--- config.mk ---
export PLATFORM = sky130hd
export DESIGN_NAME = cache_fill_ctrl_flat
export DESIGN_NICKNAME = d
export VERILOG_FILES = /design/src/rtl/cache_fill_ctrl_if.sv /design/src/rtl/cache_fill_ctrl.sv /design/src/flat_wrapper.sv
export SDC_FILE = /design/constraint.sdc
export NUM_CORES = 1
export LEC_CHECK = 0
export CAP_MARGIN = 20
export CORE_ASPECT_RATIO = 0.7
export CORE_MARGIN = 2
export CORE_UTILIZATION = 32
export DETAILED_ROUTE_END_ITERATION = 7
export PLACE_DENSITY_LB_ADDON = 0.15
export SYNTH_ARGS = -nofsm -noshare
export SYNTH_HDL_FRONTEND = slang
export SYNTH_SLANG_ARGS = --single-unit
--- constraint.sdc ---
create_clock -name clk -period 2.4 [get_ports clk]
set_input_delay 0.24 -clock clk [delete_from_list [all_inputs] [get_ports clk]]
set_output_delay 0.24 -clock clk [all_outputs]
set_load 0.1 [all_outputs]
--- src/rtl/cache_fill_ctrl_if.sv ---
// cache_fill_ctrl_if: cache requests, main-memory port and cache-fill signals of the fill controller
interface cache_fill_ctrl_if;
    logic        I_miss;
    logic        D_miss;
    logic        D_write_req;
    logic [15:0] I_addr;
    logic [15:0] D_addr;
    logic [15:0] D_wdata;
    logic [15:0] mem_data_out;
    logic        mem_data_valid;
    logic        mem_en;
    logic        mem_wr;
    logic [15:0] mem_addr;
    logic [15:0] mem_data_in;
    logic [15:0] fill_data;
    logic [2:0]  fill_offset;
    logic        I_data_we;
    logic        D_data_we;
    logic        I_tag_we;
    logic        D_tag_we;
    logic        I_stall;
    logic        D_stall;
    logic        busy;

    modport master (
        input  I_miss, D_miss, D_write_req, I_addr, D_addr, D_wdata, mem_data_out, mem_data_valid,
        output mem_en, mem_wr, mem_addr, mem_data_in, fill_data, fill_offset,
               I_data_we, D_data_we, I_tag_we, D_tag_we, I_stall, D_stall, busy
    );

    modport slave (
        output I_miss, D_miss, D_write_req, I_addr, D_addr, D_wdata, mem_data_out, mem_data_valid,
        input  mem_en, mem_wr, mem_addr, mem_data_in, fill_data, fill_offset,
               I_data_we, D_data_we, I_tag_we, D_tag_we, I_stall, D_stall, busy
    );
endinterface

--- src/rtl/cache_fill_ctrl.sv ---
// cache_fill_ctrl: arbitrates the memory port between I/D block fills and D write-through stores
module cache_fill_ctrl #(
    parameter int WORDS = 8
) (
    input logic              clk,
    input logic              rst,
    cache_fill_ctrl_if.master bus
);
    localparam int OW = $clog2(WORDS);
    localparam logic [15:0] BLK_MASK = ~16'(2 * WORDS - 1);

    typedef enum logic [1:0] {IDLE, FILL, WRITE} state_t;

    state_t        r_state, w_state_nx;
    logic          r_src, w_src_nx;
    logic [15:0]   r_base, w_base_nx;
    logic [OW:0]   r_issue_cnt, w_issue_nx;
    logic [OW-1:0] r_recv_cnt, w_recv_nx;
    logic          w_fill, w_write, w_issue, w_we, w_last;

    assign w_fill  = r_state == FILL;
    assign w_write = r_state == WRITE;
    assign w_issue = w_fill & ~r_issue_cnt[OW];
    assign w_we    = w_fill & bus.mem_data_valid;
    assign w_last  = w_we & (r_recv_cnt == OW'(WORDS - 1));

    // state, requester (1 = D-cache), block base and issue/receive counters
    always_ff @(posedge clk) begin
        if (rst) begin
            r_state     <= IDLE;
            r_src       <= 1'b0;
            r_base      <= '0;
            r_issue_cnt <= '0;
            r_recv_cnt  <= '0;
        end else begin
            r_state     <= w_state_nx;
            r_src       <= w_src_nx;
            r_base      <= w_base_nx;
            r_issue_cnt <= w_issue_nx;
            r_recv_cnt  <= w_recv_nx;
        end
    end

    // fixed-priority arbitration in IDLE; a fill ends on its last returned word
    always_comb begin
        w_state_nx = r_state;
        w_src_nx   = r_src;
        w_base_nx  = r_base;
        w_issue_nx = r_issue_cnt + {{OW{1'b0}}, w_issue};
        w_recv_nx  = r_recv_cnt + {{(OW-1){1'b0}}, w_we};
        case (r_state)
            IDLE: begin
                if (bus.I_miss | bus.D_miss) begin
                    w_state_nx = FILL;
                    w_src_nx   = ~bus.I_miss;
                    w_base_nx  = (bus.I_miss ? bus.I_addr : bus.D_addr) & BLK_MASK;
                    w_issue_nx = '0;
                    w_recv_nx  = '0;
                end else if (bus.D_write_req) begin
                    w_state_nx = WRITE;
                end
            end
            FILL:    w_state_nx = w_last ? IDLE : FILL;
            default: w_state_nx = IDLE;
        endcase
    end

    // memory port, cache fill strobes and pipeline stalls
    always_comb begin
        bus.mem_en      = w_issue | w_write;
        bus.mem_wr      = w_write;
        bus.mem_addr    = w_write ? bus.D_addr : w_issue ? r_base + 16'({r_issue_cnt[OW-1:0], 1'b0}) : '0;
        bus.mem_data_in = w_write ? bus.D_wdata : '0;
        bus.fill_data   = w_we ? bus.mem_data_out : '0;
        bus.fill_offset = w_we ? 3'(r_recv_cnt) : '0;
        bus.I_data_we   = w_we & ~r_src;
        bus.D_data_we   = w_we & r_src;
        bus.I_tag_we    = w_last & ~r_src;
        bus.D_tag_we    = w_last & r_src;
        bus.I_stall     = bus.I_miss | (w_fill & ~r_src);
        bus.D_stall     = bus.D_miss | (w_fill & r_src) | (bus.D_write_req & ~w_write);
        bus.busy        = r_state != IDLE;
    end
endmodule

--- src/flat_wrapper.sv ---
// flat-port wrapper written by rule: the top's interface ports become plain ports
module cache_fill_ctrl_flat 
#(
    parameter int WORDS = 8
)
  (clk, rst, bus_I_miss, bus_D_miss, bus_D_write_req, bus_I_addr, bus_D_addr, bus_D_wdata, bus_mem_data_out, bus_mem_data_valid, bus_mem_en, bus_mem_wr, bus_mem_addr, bus_mem_data_in, bus_fill_data, bus_fill_offset, bus_I_data_we, bus_D_data_we, bus_I_tag_we, bus_D_tag_we, bus_I_stall, bus_D_stall, bus_busy);
  cache_fill_ctrl_if bus_i ();
  input logic clk;
  input logic rst;
  input wire logic [$bits(bus_i.I_miss)-1:0] bus_I_miss;
  input wire logic [$bits(bus_i.D_miss)-1:0] bus_D_miss;
  input wire logic [$bits(bus_i.D_write_req)-1:0] bus_D_write_req;
  input wire logic [$bits(bus_i.I_addr)-1:0] bus_I_addr;
  input wire logic [$bits(bus_i.D_addr)-1:0] bus_D_addr;
  input wire logic [$bits(bus_i.D_wdata)-1:0] bus_D_wdata;
  input wire logic [$bits(bus_i.mem_data_out)-1:0] bus_mem_data_out;
  input wire logic [$bits(bus_i.mem_data_valid)-1:0] bus_mem_data_valid;
  output wire logic [$bits(bus_i.mem_en)-1:0] bus_mem_en;
  output wire logic [$bits(bus_i.mem_wr)-1:0] bus_mem_wr;
  output wire logic [$bits(bus_i.mem_addr)-1:0] bus_mem_addr;
  output wire logic [$bits(bus_i.mem_data_in)-1:0] bus_mem_data_in;
  output wire logic [$bits(bus_i.fill_data)-1:0] bus_fill_data;
  output wire logic [$bits(bus_i.fill_offset)-1:0] bus_fill_offset;
  output wire logic [$bits(bus_i.I_data_we)-1:0] bus_I_data_we;
  output wire logic [$bits(bus_i.D_data_we)-1:0] bus_D_data_we;
  output wire logic [$bits(bus_i.I_tag_we)-1:0] bus_I_tag_we;
  output wire logic [$bits(bus_i.D_tag_we)-1:0] bus_D_tag_we;
  output wire logic [$bits(bus_i.I_stall)-1:0] bus_I_stall;
  output wire logic [$bits(bus_i.D_stall)-1:0] bus_D_stall;
  output wire logic [$bits(bus_i.busy)-1:0] bus_busy;
  assign bus_i.I_miss = bus_I_miss;
  assign bus_i.D_miss = bus_D_miss;
  assign bus_i.D_write_req = bus_D_write_req;
  assign bus_i.I_addr = bus_I_addr;
  assign bus_i.D_addr = bus_D_addr;
  assign bus_i.D_wdata = bus_D_wdata;
  assign bus_i.mem_data_out = bus_mem_data_out;
  assign bus_i.mem_data_valid = bus_mem_data_valid;
  assign bus_mem_en = bus_i.mem_en;
  assign bus_mem_wr = bus_i.mem_wr;
  assign bus_mem_addr = bus_i.mem_addr;
  assign bus_mem_data_in = bus_i.mem_data_in;
  assign bus_fill_data = bus_i.fill_data;
  assign bus_fill_offset = bus_i.fill_offset;
  assign bus_I_data_we = bus_i.I_data_we;
  assign bus_D_data_we = bus_i.D_data_we;
  assign bus_I_tag_we = bus_i.I_tag_we;
  assign bus_D_tag_we = bus_i.D_tag_we;
  assign bus_I_stall = bus_i.I_stall;
  assign bus_D_stall = bus_i.D_stall;
  assign bus_busy = bus_i.busy;
  cache_fill_ctrl #(.WORDS(WORDS)) u_core (.clk(clk), .rst(rst), .bus(bus_i));
endmodule
# ---- Word-level counts from Yosys, hierarchy flattened
# Index checks and enable logic that the tools add are counted.
dict set report op_classes {
  n_mux 14
  n_eq_ne 4
  bitwise_logic 19
  n_reduce_logical 3
  n_addsub 3
}
# op n
set ops {}
lappend ops {{$mux W16} 5}
lappend ops {{$add A16 B4 Y16} 1}
lappend ops {{$and A1 B1 Y1} 10}
lappend ops {{$mux W3} 3}
lappend ops {{$mux W4} 2}
lappend ops {{$or A1 B1 Y1} 5}
lappend ops {{$add A4 B1 Y4} 1}
lappend ops {{$mux W2} 2}
lappend ops {{$not A1 Y1} 4}
lappend ops {{$pmux W2 S2} 1}
lappend ops {{$add A3 B1 Y3} 1}
lappend ops {{$eq A3 B3 Y1 const B} 1}
lappend ops {{$ne A3 B2 Y1 const B} 1}
lappend ops {{$eq A2 B1 Y1 const B} 1}
lappend ops {{$eq A2 B2 Y1 const B} 1}
lappend ops {{$logic_not A2 Y1} 1}
lappend ops {{$reduce_and A2 Y1} 1}
lappend ops {{$reduce_bool A2 Y1} 1}
lappend ops {{$mux W1} 1}
dict set report word_totals {
  out_inout_bits 60
  word_cells 48
  register_bits 22
  input_bits 70
}

# ---- Depth between registers and ports, before layout
dict set report depth {
  depth_word 5
  ltp_mapped 7
  depth_no_buf 6
}

# ---- Least setup slack after synthesis
# OpenSTA, ideal clock, no wires.
dict set report synth_path {
  path_type {register -> output}
  startpoint {reg u_core.r_state[0]}
  endpoint {out bus_D_stall}
  n_path_buf 1
  path_stages_with_launch 4
  t_required_ns 2.160
  path_slack_ns -0.606
  t_arrival_ns 2.766
  path_cell_list {dfxtp_1 inv_1 clkbuf_1 o21ai_0}
}
dict set report synth_via {
  elab_chain_cells 4
  elab_cells_between_ends 7
  classes_between {eq/ne: 2; bitwise: 5}
}
# element line_no
set synth_lines {}
lappend synth_lines {{from (decl)} cache_fill_ctrl.sv:14} ;# state_t r_state, w_state_nx;
lappend synth_lines {{from (signal assigned)} cache_fill_ctrl.sv:36} ;# r_state <= w_state_nx;
lappend synth_lines {{$eq A2 B1 Y1 or $eq A2 B2 Y1 (tied branches)} {cache_fill_ctrl.sv:21, cache_fill_ctrl.sv:22}}
lappend synth_lines {{$and A1 B1 Y1 or $not A1 Y1 (tied branches)} cache_fill_ctrl.sv:81} ;# bus.D_stall = bus.D_miss | (w_fill & r_src) | (bus.D_write_req & ~w_write);
lappend synth_lines {{$or A1 B1 Y1 or $and A1 B1 Y1 (tied branches)} cache_fill_ctrl.sv:81}
lappend synth_lines {{$or A1 B1 Y1 (*)} cache_fill_ctrl.sv:81}
lappend synth_lines {{to (decl)} flat_wrapper.sv:29} ;# output wire logic [$bits(bus_i.D_stall)-1:0] bus_D_stall;
# Mark *: on every way between the ends. The rest lies on a longest branch, timed or not.

# ---- Final worst setup path
dict set report layout_path {
  startpoint {reg u_core.r_state[1]}
  endpoint {out bus_mem_addr[1]}
}
dict set report layout_via {
  elab_chain_cells 4
  elab_cells_between_ends 5
  classes_between {eq/ne: 2; mux: 2; bitwise: 1}
}
# element line_no
set layout_lines {}
lappend layout_lines {{$eq A2 B1 Y1} cache_fill_ctrl.sv:21} ;# assign w_fill = r_state == FILL;
lappend layout_lines {{$and A1 B1 Y1} cache_fill_ctrl.sv:23} ;# assign w_issue = w_fill & ~r_issue_cnt[OW];
lappend layout_lines {{$mux W16} cache_fill_ctrl.sv:72} ;# bus.mem_addr = w_write ? bus.D_addr : w_issue ? r_base + 16'({r_issue_cnt[OW-1:0], 1'b0}) : '0;
lappend layout_lines {{$mux W16 (*)} cache_fill_ctrl.sv:72}
lappend layout_lines {{to (decl)} flat_wrapper.sv:20} ;# output wire logic [$bits(bus_i.mem_addr)-1:0] bus_mem_addr;
# Marks and branches as above.

==> flow_summary.yaml <==
outcome:
  status: "completed"
pwr:
  power_uw: 1430
  peakVddDrop_mv: 0.264
  power.density_mw_per_mm2: 441
  leakage_uw: 0.00146
clock_network:
  path_clk_slew_ns: 0.07
  numCtsBuffers: 3
  cts_tree: "built"
  insertion_delay_ns: 0.26
  cts.path.max_buffers: 2
  cts_root_buf: "clkbuf_8"
  cts.repair.resized: 0
  holdBufCountCts: 0
  cts_setup_buffers: 0
  htree_levels: 1
  cts_sinks: 22
cells_and_area:
  final_common_cell: "clkdlybuf4s50_1"
  fill_cells: 325
  synthToLayoutAreaGrowth_pct: 117
  diodes: 0
  final_cell_mix: "65 x clkdlybuf4s50_1, 43 x buf_12, 36 x and3_1, 25 x buf_4, 22 x dfxtp_1"
  drive_gt1_frac: 0.340
  nNetsFinal: 363
  finalNonFillerCells: 343
global_route:
  grt-ovfl-total: 0
  grt_pass1_wl_mm: 8.20
  grt_max_degree: 22
  grt_use_total: 0.197
  antenna_found_initial: 0
  grt_pass1_vias: 1620
detailed_routing:
  drt_iter0_drc: 50
  wl_per_cell_um: 15.8
  ant_nets: 0
  post-route-drc-count: 0
  wirelength_mm: 5.41
  route.vias.total: 1717
  dr.pass1.iters: 4
  vias_per_cell: 5.01
floorplanning:
  ioPinCount: 130
  die_x_um: 85.6
  initial_core_util: 0.339
  rows: 20
  core_area_mm2: 0.00440
  fp.dieH_um: 61.1
  die_area_mm2: 0.00524
job:
  max_cap_violations: 0
sta:
  hold_viol: 0
  fmax_mhz: 454
  finalClockSkew_ns: 0.00275
  setup_tns_ns: 0
  setup_viol: 0
  post-route-period-util: 0.917
  slew_headroom: 0.626
  rsz0062_at_grt: "no"
  drv_slew: 0
  worst_slew_pin_slew_ns: 0.561
  fin_crit_ns: 2.20
logic_synthesis:
  synthDistinctLibCells: 33
  syn-num-nets: 243
  ys_warn_count: 0
  ys_ff_latch: 22
  syn_area_mm2: 0.00149
  synth_area_per_cell_um2: 8.83
  synthCells: 169
  ys_seq_area_frac: 0.295
setup_path:
  cp.required_ns: 2.16
  cp-end-kind: "output port"
  crit_type: "flop to output port"
  cp.arrival_ns: 1.96
  path_max_fanout: 21
  cp-start-kind: "flop"
min_path:
  holdCritPathClass: "flop to flop"
placed_design:
  port_buffers: 125
  dp.cells: 338
  routabilityCongestion: 0.722
  hpwl_mm: 4.33
==> layout make-up <==
cell class | instances | area, um^2 | area share
inverter | 3 | 11.3 | 0.00348
timing repair buffer | 133 | 1700 | 0.525
sequential | 22 | 440 | 0.136
clock buffer | 4 | 55.1 | 0.0170
tap | 55 | 68.8 | 0.0213
multi-input combinational | 126 | 961 | 0.297
==> registers in the layout, summed over array words and instances (netlist names) <==
name	count
u_core.r_state	2
u_core.r_issue_cnt	4
u_core.r_base	12
u_core.r_recv_cnt	3
u_core.r_src	1
==> cell families after synthesis <==
family,Yosys count,share of synthesized area
AND/OR/NAND/NOR,60,0.252
AO/OA/AOI/OAI,46,0.238
flip-flops,22,0.295
buffers and inverters,21,0.0754
multiplexers,13,0.0880
adder cells (fa/ha/maj),4,0.0335
XOR/XNOR,3,0.0176
==> synth_stat cells <==
cell type,number,share of area
a211oi_1,6,0.030
a211oi_2,7,0.059
a21oi_1,16,0.054
a22o_1,14,0.082
a22oi_1,1,0.0050
and2_1,5,0.021
and2_4,1,0.0059
and3_1,36,0.15
buf_1,1,0.0025
buf_2,3,0.010
buf_6,4,0.030
clkbuf_1,10,0.025
dfxtp_1,22,0.30
ha_1,4,0.034
inv_1,3,0.0075
mux2_2,1,0.0075
mux2i_1,12,0.080
nand2_1,1,0.0025
nand2b_1,1,0.0042
nand3_1,1,0.0033
nand4_1,1,0.0042
nor2_1,4,0.010
nor2_2,1,0.0042
nor2b_1,2,0.0084
nor3_1,1,0.0033
nor3_2,3,0.020
nor4b_1,1,0.0059
o21ai_0,1,0.0033
o21bai_1,1,0.0050
or2_1,1,0.0042
or2_2,1,0.0042
xnor2_1,2,0.012
xor2_1,1,0.0059
==> critical path: stages, from the launching register on <==
cell and delay, ns:
dfxtp_1 0.65, nand2b_1 0.25, nor2_1 0.10, ha_1 0.23, mux2_2 0.30, buf_12 0.17
==> stage by stage <==
stage	instance area, um^2	worst slack (ns)	hold WS, ns	util
floorplan	1510	0.153	0.412	-
global placement	3170	0.324	0.512	0.720
detailed placement	3170	0.322	0.520	0.720
CTS	3230	0.0286	0.531	0.733
global route	3240	0.0578	0.565	0.735
finish	3240	0.198	0.521	0.735
==> power by group <==
group | switching, uW | internal (uW)
clock network | 113 | 146
registers | 22.1 | 394
logic | 445 | 305
==> path summary, 6_finish.rpt <==
path / startpoint / endpoint / slack [ns] / cells past startpoint
max: u_core.r_state[1]$_SDFFE_PP0P_ / bus_mem_addr[1] / 0.20 / 5
min: u_core.r_base[11]$_SDFFE_PP0N_ / u_core.r_base[11]$_SDFFE_PP0N_ / 0.52 / 2
max reg2reg: u_core.r_state[1]$_SDFFE_PP0P_ / u_core.r_issue_cnt[2]$_SDFF_PP0_ / 0.59 / 6
min reg2reg: u_core.r_base[11]$_SDFFE_PP0N_ / u_core.r_base[11]$_SDFFE_PP0N_ / 0.52 / 2
==> layer usage <==
| layer | GRT usage | vias to the layer above | wire length [um] |
|---|---|---|---|
| met3 | 0.0563 | 3 | 428 |
| met4 | 0.0204 | 0 | 15 |
| met1 | 0.258 | 786 | 2400 |
| met5 | 0 | - | 0 |
| li1 | - | 861 | - |
| met2 | 0.343 | 67 | 2570 |
(Power assumes the default switching activity.)
